[src/rtl/mem_master.sv]
// mem_master: single-client memory bus master.
// Accepts a read or write request of 1..4 beats at consecutive (wrapping)
// addresses and drives the memory strobes for each beat. Each beat holds its
// strobe for at least ISSUE+WAIT and waits up to TIMEOUT WAIT cycles for
// rdyMem. A timeout aborts the remaining beats and raises err.
// Strobes, busy, done and wAck are decoded from the state register.
module mem_master #(
   parameter int unsigned TIMEOUT = 15
) (
   input  logic        clk,
   input  logic        rst,
   input  logic        req,
   input  logic        wr,
   input  logic [1:0]  len,
   input  logic [7:0]  addr,
   input  logic [15:0] wdata,
   output logic        wAck,
   output logic [15:0] rdata,
   output logic        rValid,
   output logic        busy,
   output logic        done,
   output logic        err,
   output logic        readMem,
   output logic        writeMem,
   output logic [7:0]  addrBus,
   output logic [15:0] memWData,
   input  logic [15:0] memRData,
   input  logic        rdyMem
);

   localparam logic [2:0] S_IDLE  = 3'd0;
   localparam logic [2:0] S_ISSUE = 3'd1;
   localparam logic [2:0] S_WAIT  = 3'd2;
   localparam logic [2:0] S_GAP   = 3'd3;
   localparam logic [2:0] S_DONE  = 3'd4;

   // Last WAIT count value; reaching it without rdyMem ends the beat in error,
   // so WAIT lasts at most TIMEOUT cycles per beat.
   localparam logic [7:0] TMO_LAST = 8'(TIMEOUT - 1);

   logic [2:0]  r_state;
   logic [2:0]  w_state_nxt;
   logic        r_wr;
   logic [1:0]  r_left;
   logic [7:0]  r_addr;
   logic [7:0]  r_cnt;
   logic        r_err;
   logic [15:0] r_wdata;
   logic [15:0] r_rdata;
   logic        r_rvalid;

   logic        w_accept;
   logic        w_beat_ok;
   logic        w_tmo;
   logic        w_last;
   logic        w_strobe;
   logic        w_load_wdata;

   // Wrapping address step for the next beat of a burst.
   function automatic logic [7:0] next_addr(input logic [7:0] a);
      return a + 8'd1;
   endfunction

   // Per-cycle event decode shared by the FSM and the datapath.
   always_comb begin
      w_accept     = (r_state == S_IDLE) && req;
      w_beat_ok    = (r_state == S_WAIT) && rdyMem;
      w_tmo        = (r_state == S_WAIT) && !rdyMem && (r_cnt == TMO_LAST);
      w_last       = (r_left == 2'd0);
      w_strobe     = (r_state == S_ISSUE) || (r_state == S_WAIT);
      w_load_wdata = (w_accept && wr) || ((r_state == S_GAP) && r_wr);
   end

   // Next-state logic.
   always_comb begin
      w_state_nxt = r_state;
      case (r_state)
         S_IDLE:  if (req) w_state_nxt = S_ISSUE;
         S_ISSUE: w_state_nxt = S_WAIT;
         S_WAIT: begin
            if (rdyMem)     w_state_nxt = w_last ? S_DONE : S_GAP;
            else if (w_tmo) w_state_nxt = S_DONE;
         end
         S_GAP:   w_state_nxt = S_ISSUE;
         S_DONE:  w_state_nxt = S_IDLE;
         default: w_state_nxt = S_IDLE;
      endcase
   end

   // State register.
   always_ff @(posedge clk or negedge rst) begin
      if (!rst) r_state <= S_IDLE;
      else      r_state <= w_state_nxt;
   end

   // Transaction context: direction, beats left, current address, error flag.
   always_ff @(posedge clk or negedge rst) begin
      if (!rst) begin
         r_wr   <= 1'b0;
         r_left <= 2'd0;
         r_addr <= 8'h00;
         r_err  <= 1'b0;
      end else if (w_accept) begin
         r_wr   <= wr;
         r_left <= len;
         r_addr <= addr;
         r_err  <= 1'b0;
      end else if (w_beat_ok && !w_last) begin
         r_left <= r_left - 2'd1;
         r_addr <= next_addr(r_addr);
      end else if (w_tmo) begin
         r_err  <= 1'b1;
      end
   end

   // WAIT-cycle counter: cleared in ISSUE, advanced on each unready WAIT cycle.
   always_ff @(posedge clk or negedge rst) begin
      if (!rst)                                    r_cnt <= 8'h00;
      else if (r_state == S_ISSUE)                 r_cnt <= 8'h00;
      else if ((r_state == S_WAIT) && !rdyMem && !w_tmo) r_cnt <= r_cnt + 8'd1;
   end

   // Write data is captured on the edge entering ISSUE and held through WAIT.
   always_ff @(posedge clk or negedge rst) begin
      if (!rst)              r_wdata <= 16'h0000;
      else if (w_load_wdata) r_wdata <= wdata;
   end

   // Read beat capture; rValid marks the cycle after the accepted beat.
   always_ff @(posedge clk or negedge rst) begin
      if (!rst) begin
         r_rdata  <= 16'h0000;
         r_rvalid <= 1'b0;
      end else begin
         r_rvalid <= w_beat_ok && !r_wr;
         if (w_beat_ok && !r_wr) r_rdata <= memRData;
      end
   end

   assign readMem  = w_strobe && !r_wr;
   assign writeMem = w_strobe && r_wr;
   assign wAck     = (r_state == S_ISSUE) && r_wr;
   assign busy     = (r_state != S_IDLE);
   assign done     = (r_state == S_DONE);
   assign err      = r_err;
   assign addrBus  = r_addr;
   assign memWData = r_wdata;
   assign rdata    = r_rdata;
   assign rValid   = r_rvalid;

endmodule

[config.mk]
export PLATFORM = sky130hd
export DESIGN_NAME = mem_master
export DESIGN_NICKNAME = d
export VERILOG_FILES = /design/src/rtl/mem_master.sv
export SDC_FILE = /design/constraint.sdc
export NUM_CORES = 1
export LEC_CHECK = 0
export ABC_AREA = 1
export CAP_MARGIN = 15
export CORE_MARGIN = 2
export CORE_UTILIZATION = 43
export CTS_CLUSTER_SIZE = 24
export DETAILED_ROUTE_END_ITERATION = 6
export GPL_ROUTABILITY_DRIVEN = 0
export PLACE_DENSITY = 0.8
export SKIP_CTS_REPAIR_TIMING = 1
export SLEW_MARGIN = 10
export SYNTH_ARGS = -nofsm -noshare
export SYNTH_HDL_FRONTEND = slang
export SYNTH_SLANG_ARGS = --single-unit
export TNS_END_PERCENT = 10
[constraint.sdc]
create_clock -name clk -period 1.62 [get_ports clk]
set_input_delay 0.243 -clock clk [delete_from_list [all_inputs] [get_ports clk]]
set_output_delay 0.243 -clock clk [all_outputs]
set_load 0.05 [all_outputs]
Word level (Yosys, flattened, before mapping)
Cells that the tools add are included.
Operators by class
  reduce and logical (&&, ||, !) cells: 26
  $add $sub $neg: 3
  equality and inequality tests: 8
  muxes and demuxes: 14
Operators with widths (count)
  2-to-1 mux 8 bit: 4
  adder 8 x 1 -> 8 bit (second input constant): 2
  logical AND 1 bit: 12
  2-to-1 mux 3 bit: 4
  case mux 3 bit (4 select lines): 1
  == test 8 x 4 -> 1 bit (second input constant): 1
  == test 3 x 2 -> 1 bit (second input constant): 2
  nonzero test 2 bit: 3
  logical NOT 1 bit: 4
  2-to-1 mux 2 bit: 2
  inequality test 2 bit (second input constant): 2
  AND reduction 2 bit: 2
  == test 3 x 1 -> 1 bit (second input constant): 1
  == test 3 bit (second input constant): 1
  logical NOT 3 bit: 1
  2-to-1 mux 1 bit: 3
  inequality test 3 bit (second input constant): 1
  nonzero test 3 bit: 1
  logical NOT 2 bit: 1
  logical OR 1 bit: 2
  subtractor 2 x 1 -> 2 bit (second input constant): 1
Word-level totals
  bits in registers: 56
  output and inout bits: 47
  bits of input ports: 47

Depth between registers and ports, before layout
Gate-level depths: netlist (run 1).
  depth after elaboration: 7
  gate-level depth with buffers: 9

Worst setup path after synthesis (run 1)
No wires, ideal clock.
  kind: register to output
  start point: register r_state[2]
  end point: output port readMem
  cell stages (with the launch flop): 5
  required time: 1.377 ns
  arrival: 1.686 ns
  path slack: -0.309 ns
  path through: dfrtp_1 > nor2_2 > nand2_1 > clkbuf_1 > a21oi_1
On the way
  longest elaborated chain between the ends: 3
Ends and longest elaborated chain
  from (decl): line 41  | logic [2:0] r_state;
  from (signal assigned): line 93  | else r_state <= w_state_nxt;
  == test 3 x 1 -> 1 bit / == test 3 x 2 -> 1 bit (equally long branches): line 70  | w_strobe = (r_state == S_ISSUE) || (r_state == S_WAIT);
  logical OR 1 bit (*): line 70
  logical AND 1 bit (*): line 140  | assign readMem = w_strobe && !r_wr;
  to (decl): line 23  | output logic readMem,
Mark *: on every way between the ends. The rest lies on a longest branch, timed or not.

Final worst setup path (run 1)
  start point: register r_state[1]
  end point: output port done
On the way
  longest elaborated chain between the ends: 1
Ends and longest elaborated chain
  == test 3 bit: line 144  | assign done = (r_state == S_DONE);
  to (decl): line 21  | output logic done,
Every way passes these cells.

==> results of run 1 <==
## per-layer routing
metal	up-vias	GRT usage	wire (um)
met3	10	0.0423	319
met1	1237	0.258	3100
li1	1328	-	-
met2	73	0.332	3380
met4	0	0.0707	120
met5	-	0	0
## state kept, by name, summed over array words and instances (netlist names)
register	cells
r_left	2
r_state	3
rdata	16
r_wr	1
addrBus	8
memWData	16
r_cnt	8
err	1
rValid	1
## metrics by stage
| stage | power (mW) | cell area, um^2 | worst slack [ns] | instances | util |
|---|---|---|---|---|---|
| after CTS | 8.28 | 3950 | -0.173 | 537 | 0.614 |
| after global routing | 9.03 | 4070 | -0.000795 | 546 | 0.633 |
| after global placement | 7.34 | 3850 | 0.0512 | 529 | 0.599 |
| final | 8.49 | 4070 | 0.0495 | 546 | 0.633 |
| after floorplan | 5.84 | 2890 | -0.184 | 359 | - |
| after detailed placement | 7.46 | 3850 | 0.0399 | 529 | 0.599 |
## power by group through the flow
stage               clock network, mW  logic, mW  registers (mW)
global placement                    0       4.92            2.42
detailed placement                  0       5.03            2.43
floorplan                           0       1.89            3.96
finish                          0.807       5.25            2.43
global route                    0.887       5.64            2.51
CTS                             0.831       5.02            2.42
## cell usage after synthesis, drive strengths merged (2+ instances only)
library cell	n	area, um^2
nand2	169	694
nor2	20	100
dfrtp	56	1400
buf	8	81.3
o21ai	12	60.1
ha	4	50.1
nand4	4	25.0
a21oi	2	10.0
nand3	41	258
inv	35	139
xor2	2	17.5
## cells by family after synthesis
group	synth area share
and+or+nand+nor	0.381
DFF	0.487
xor gates and xnor gates	0.00609
buffers and inverters	0.0779
adders and majority gates	0.0174
AOI/OAI and AO/OA	0.0300
## path summary, 6_finish.rpt
path                       slack (ns)     endpoint  cells past startpoint
max                              0.05         done                      2
min                              0.45  memWData[9]                      2
max reg2reg                      0.12     r_cnt[4]                      7
min reg2reg                      0.49    rdata[12]                      2
max in group asynchronous        0.58   r_state[1]                      3
min in group clk                 0.46     rdata[2]                      3
## layout make-up
type,count,area (um^2)
clock buffer,6,82.6
clock inverter,2,15.0
fill,554,2360
inverter,35,141
multi-input combinational,259,1310
sequential,56,1410
tap,77,96.3
timing repair buffer,111,1020
==> summary.md, run 1 <==
| Metric | Value |
|---|---|
| Post-layout min period | `1.57 ns` |
| Critical Path Start Type | `flop` |
| Max-slew violations | `0` |
| Crit-path max FO | `4` |
| Crit path buf inv count | `1` |
| Max-Cap Viols | `0` |
| Slew headroom | `0.640` |
| Rows | `29` |
| Fin Clk Skew | `0.00615 ns` |
| Avg WL per Cell | `12.7 um` |
| CTS Buffer Depth | `2` |
| Synth Flop Type | `dfrtp_1` |
| Sequential area share after synthesis | `0.487` |
| Ant diodes | `0` |
| DRC violations left | `0` |
| Clock sink count | `56` |
| Internal Pwr Total | `4.10 mW` |
| Net Sw Power | `4.39 mW` |
| Post-synth net total | `410` |
| Syn-to-layout area delta | `41.4%` |
| CP delay by family, top | `flip-flops` |
| HP Class | `in2async` |
| Vias | `2648` |
| WP data required | `1.38 ns` |
| Sw frac | `0.517` |
| Width of the die | `between 80 and 90 um` |
| H-tree depth | `2` |
| Netlist Area Pre-Place | `0.00288 mm^2` |
| Initial antenna violation count | `0` |
| Clock share of power | `0.095` |
| Count of flip-flops with a built-in enable after synthesis | `0` |
| Worst-Margin Slew | `0.540 ns` |
| Final ANT Viol Nets | `0` |
| Combinational Power Share | `0.618` |
| Post-synthesis cell type count | `29` |
| Status | `finished clean` |
| Fmax achieved | `0.637 GHz` |
| Synth warn | `0` |
| CORE AREA | `0.00642 mm^2` |
| Nets | `519` |
| Full die area | `~0.0074 mm^2` |
| # IOs | `94` |
| First-pass GRT wire length | `11800 um` |
| Post-synth ARST share | `1.00` |
| Hold slack | `between 0.4 and 0.5 ns` |
| CTS tree | `yes` |
| Total gr overflow | `0` |
| Drt first pass iters | `6` |
| Via/cell ratio | `~4.8` |
| Initial DRC count | `~130` |
| P_leak | `2.13 nW` |
| CP cell instances | `nor3_1 -> buf_12` |
| Register bit total from synthesis | `56` |
| Commonest non-fill, non-tap cell in the layout | `nand2_1` |
| Vias in the first global route | `roughly 2700` |
| CP Capture Type | `output pin` |
| Worst-path clk slew | `0.10 ns` |
| Worst Setup SP | `r_state[1]` |
| Drt total wl | `about 6900 um` |
| CP peak stage delay | `0.47 ns` |
| WS Path Type | `reg2out` |
| Syn Area/Cell | `8.01 um^2` |
| Seq pwr share | `0.287` |
| Layout cells sized above 1 | `0.239` |
| CP max-delay cell | `dfrtp_2` |
| Starting density of the core | `0.448` |
| PortBufs | `93` |
| Root buffer cell | `clkbuf_8` |
| Die Height | `85.8 um` |
| RR Startpoint | `r_state[2]` |
| Final Hold Fails | `0` |
| RSZ-0062 raised after global routing | `true` |
| Total CTS buffers | `5` |
| VDD IR-drop max | `0.00109 V` |
| Crit share post-route | `0.969` |
| Worst-Skew Late Latency | `slightly above 0.3 ns` |
| Setup violators final | `0` |
| Largest net degree at the start of global routing | `34` |
| Post-Synthesis Cells | `359` |
| CP Data Arrival Time | `roughly 1.3 ns` |
| GRT Util Overall | `0.199` |
| PwrDens | `2090 mW/mm^2` |
| Most frequent cells in the layout | `nand2_1 (154), buf_4 (58), dfrtp_1 (53)` |
| Fin Setup TNS | `0 ns` |
| Dpl hpwl | `5220 um` |
Note: power is estimated with default switching activity, not from simulation.
==> inputs of run 2 (changes only) <==
Settings changed: CTS_CLUSTER_DIAMETER from default to 80, SKIP_LAST_GASP from default to 1.
==> summary.md, run 2 (synthesis results as in run 1) <==
| Metric | Value |
|---|---|
| Status | `finished clean` |
| WS Path Type | `reg2out` |
| Vias in the first global route | `2690 (unchanged)` |
| Max-slew violations | `0 (unchanged)` |
| Drt first pass iters | `6 (unchanged)` |
| Slew headroom | `0.640 (about the same)` |
| Full die area | `0.00736 mm^2 (unchanged)` |
| CP Capture Type | `output pin` |
| RSZ-0062 raised after global routing | `true` |
| H-tree depth | `2 (unchanged)` |
| Commonest non-fill, non-tap cell in the layout | `nand2_1` |
| CTS tree | `yes` |
| Layout cells sized above 1 | `0.237 (-0.00213)` |
| VDD IR-drop max | `0.00109 V (about the same)` |
| PwrDens | `2090 mW/mm^2 (about the same)` |
| HP Class | `in2async` |
| Root buffer cell | `clkbuf_8` |
| Avg WL per Cell | `12.7 um (about the same)` |
| Via/cell ratio | `4.84 (-0.23%)` |
| CP cell instances | `nor2_4 -> buf_4 -> nand2_1 -> buf_12` |
| Fin Clk Skew | `0.00777 ns (+0.00161 ns)` |
| Dpl hpwl | `5220 um (unchanged)` |
| Final worst slack | `0.0384 ns (-0.0112 ns)` |
| Setup violators final | `0 (unchanged)` |
| Total CTS buffers | `5 (unchanged)` |
| DRC violations left | `0 (unchanged)` |
| Hold slack | `0.455 ns (+0.00194 ns)` |
| Largest net degree at the start of global routing | `34 (unchanged)` |
| Initial antenna violation count | `0 (unchanged)` |
| Starting density of the core | `0.448 (unchanged)` |
| WP data required | `1.38 ns (about the same)` |
| Ant diodes | `0 (unchanged)` |
| Worst-Margin Slew | `0.541 ns (+0.000553 ns)` |
| Rows | `29 (unchanged)` |
| Fmax achieved | `0.632 GHz (-0.71%)` |
| Nets | `519 (unchanged)` |
| Total gr overflow | `0 (unchanged)` |
| Crit-path max FO | `4 (unchanged)` |
| Filler cells | `555 (+0.18%)` |
| Final ANT Viol Nets | `0 (unchanged)` |
| Syn-to-layout area delta | `41.3% (about the same)` |
| Vias | `2642 (-0.23%)` |
| Crit path buf inv count | `2 (+1)` |
| P_leak | `2.13 nW (about the same)` |
| Final Hold Fails | `0 (unchanged)` |
| CP delay by family, top | `flip-flops` |
| Width of the die | `85.8 um (unchanged)` |
| Die Height | `85.8 um (unchanged)` |
| GRT Util Overall | `0.199 (unchanged)` |
| Post-layout min period | `1.58 ns (+0.0112 ns)` |
| PortBufs | `93 (unchanged)` |
| Worst-Skew Late Latency | `0.31 ns (about the same)` |
| Critical Path Start Type | `flop` |
| Most frequent cells in the layout | `nand2_1 (155), buf_4 (58), dfrtp_1 (53)` |
| CORE AREA | `0.00642 mm^2 (unchanged)` |
| Initial DRC count | `124 (-3.1%)` |
| Crit share post-route | `0.976 (+0.00689)` |
| CP Data Arrival Time | `1.34 ns (about the same)` |
| Drt total wl | `6930 um (about the same)` |
| # IOs | `94 (unchanged)` |
| First-pass GRT wire length | `11800 um (unchanged)` |
| Clock sink count | `56 (unchanged)` |
| CP max-delay cell | `dfrtp_2` |
| Place WS | `0.0399 ns (unchanged)` |
| CTS Buffer Depth | `2 (unchanged)` |
| Worst-path clk slew | `0.10 ns (about the same)` |
| Max-Cap Viols | `0 (unchanged)` |
| CP peak stage delay | `0.47 ns (about the same)` |
[run 2: cell count changes in the layout (fill, tap and decap cells not counted)]
| cell | delta |
|---|---|
| nand2_1 | +1 |
| nand2_2 | -1 |
[run 2: final timing paths]
check                            start     endpoint  slack (ns)  cells past startpoint
max                         r_state[1]         busy        0.04                      4
min                                rst  memWData[9]        0.45                      2
max reg2reg                 r_state[2]     r_cnt[4]        0.12                      7
min reg2reg                  rdata[12]    rdata[12]        0.49                      2
max in group asynchronous          rst   r_state[1]        0.58                      3
min in group clk           memRData[2]     rdata[2]        0.46                      3
[run 2: stage by stage]
| stage | area (um^2) | total power [mW] | util | cells | TNS (ns) |
|---|---|---|---|---|---|
| floorplan | 2890 | 5.84 | - | 359 | -0.263 |
| global placement | 3850 | 7.34 | 0.599 | 529 | 0 |
| detailed placement | 3850 | 7.46 | 0.599 | 529 | 0 |
| CTS | 3950 | 8.28 | 0.614 | 537 | -0.478 |
| global route | 4060 | 9.02 | 0.633 | 546 | -0.0155 |
| finish | 4060 | 8.48 | 0.633 | 546 | 0 |
[run 2: report_power, final]
group	internal, mW	switching [mW]
logic	1.78	3.46
registers	1.96	0.470
clock network	0.347	0.465
total	4.09	4.39
[run 2: layer usage]
layer / wire (um) / vias up / GRT usage
li1: - / 1326 / -
met1: 3100 / 1232 / 0.258
met5: 0 / - / 0
met4: 105 / 0 / 0.0707
met3: 331 / 8 / 0.0423
met2: 3390 / 76 / 0.332
[run 2: cell type report]
type	count	area [um^2]	area share
clock inverters	2	15.0	0.00369
clock buffers	6	82.6	0.0203
multi-input cells	259	1300	0.321
flip-flops and latches	56	1410	0.346
repair buffers	111	1020	0.251
inverters	35	141	0.0348
well taps	77	96.3	0.0237
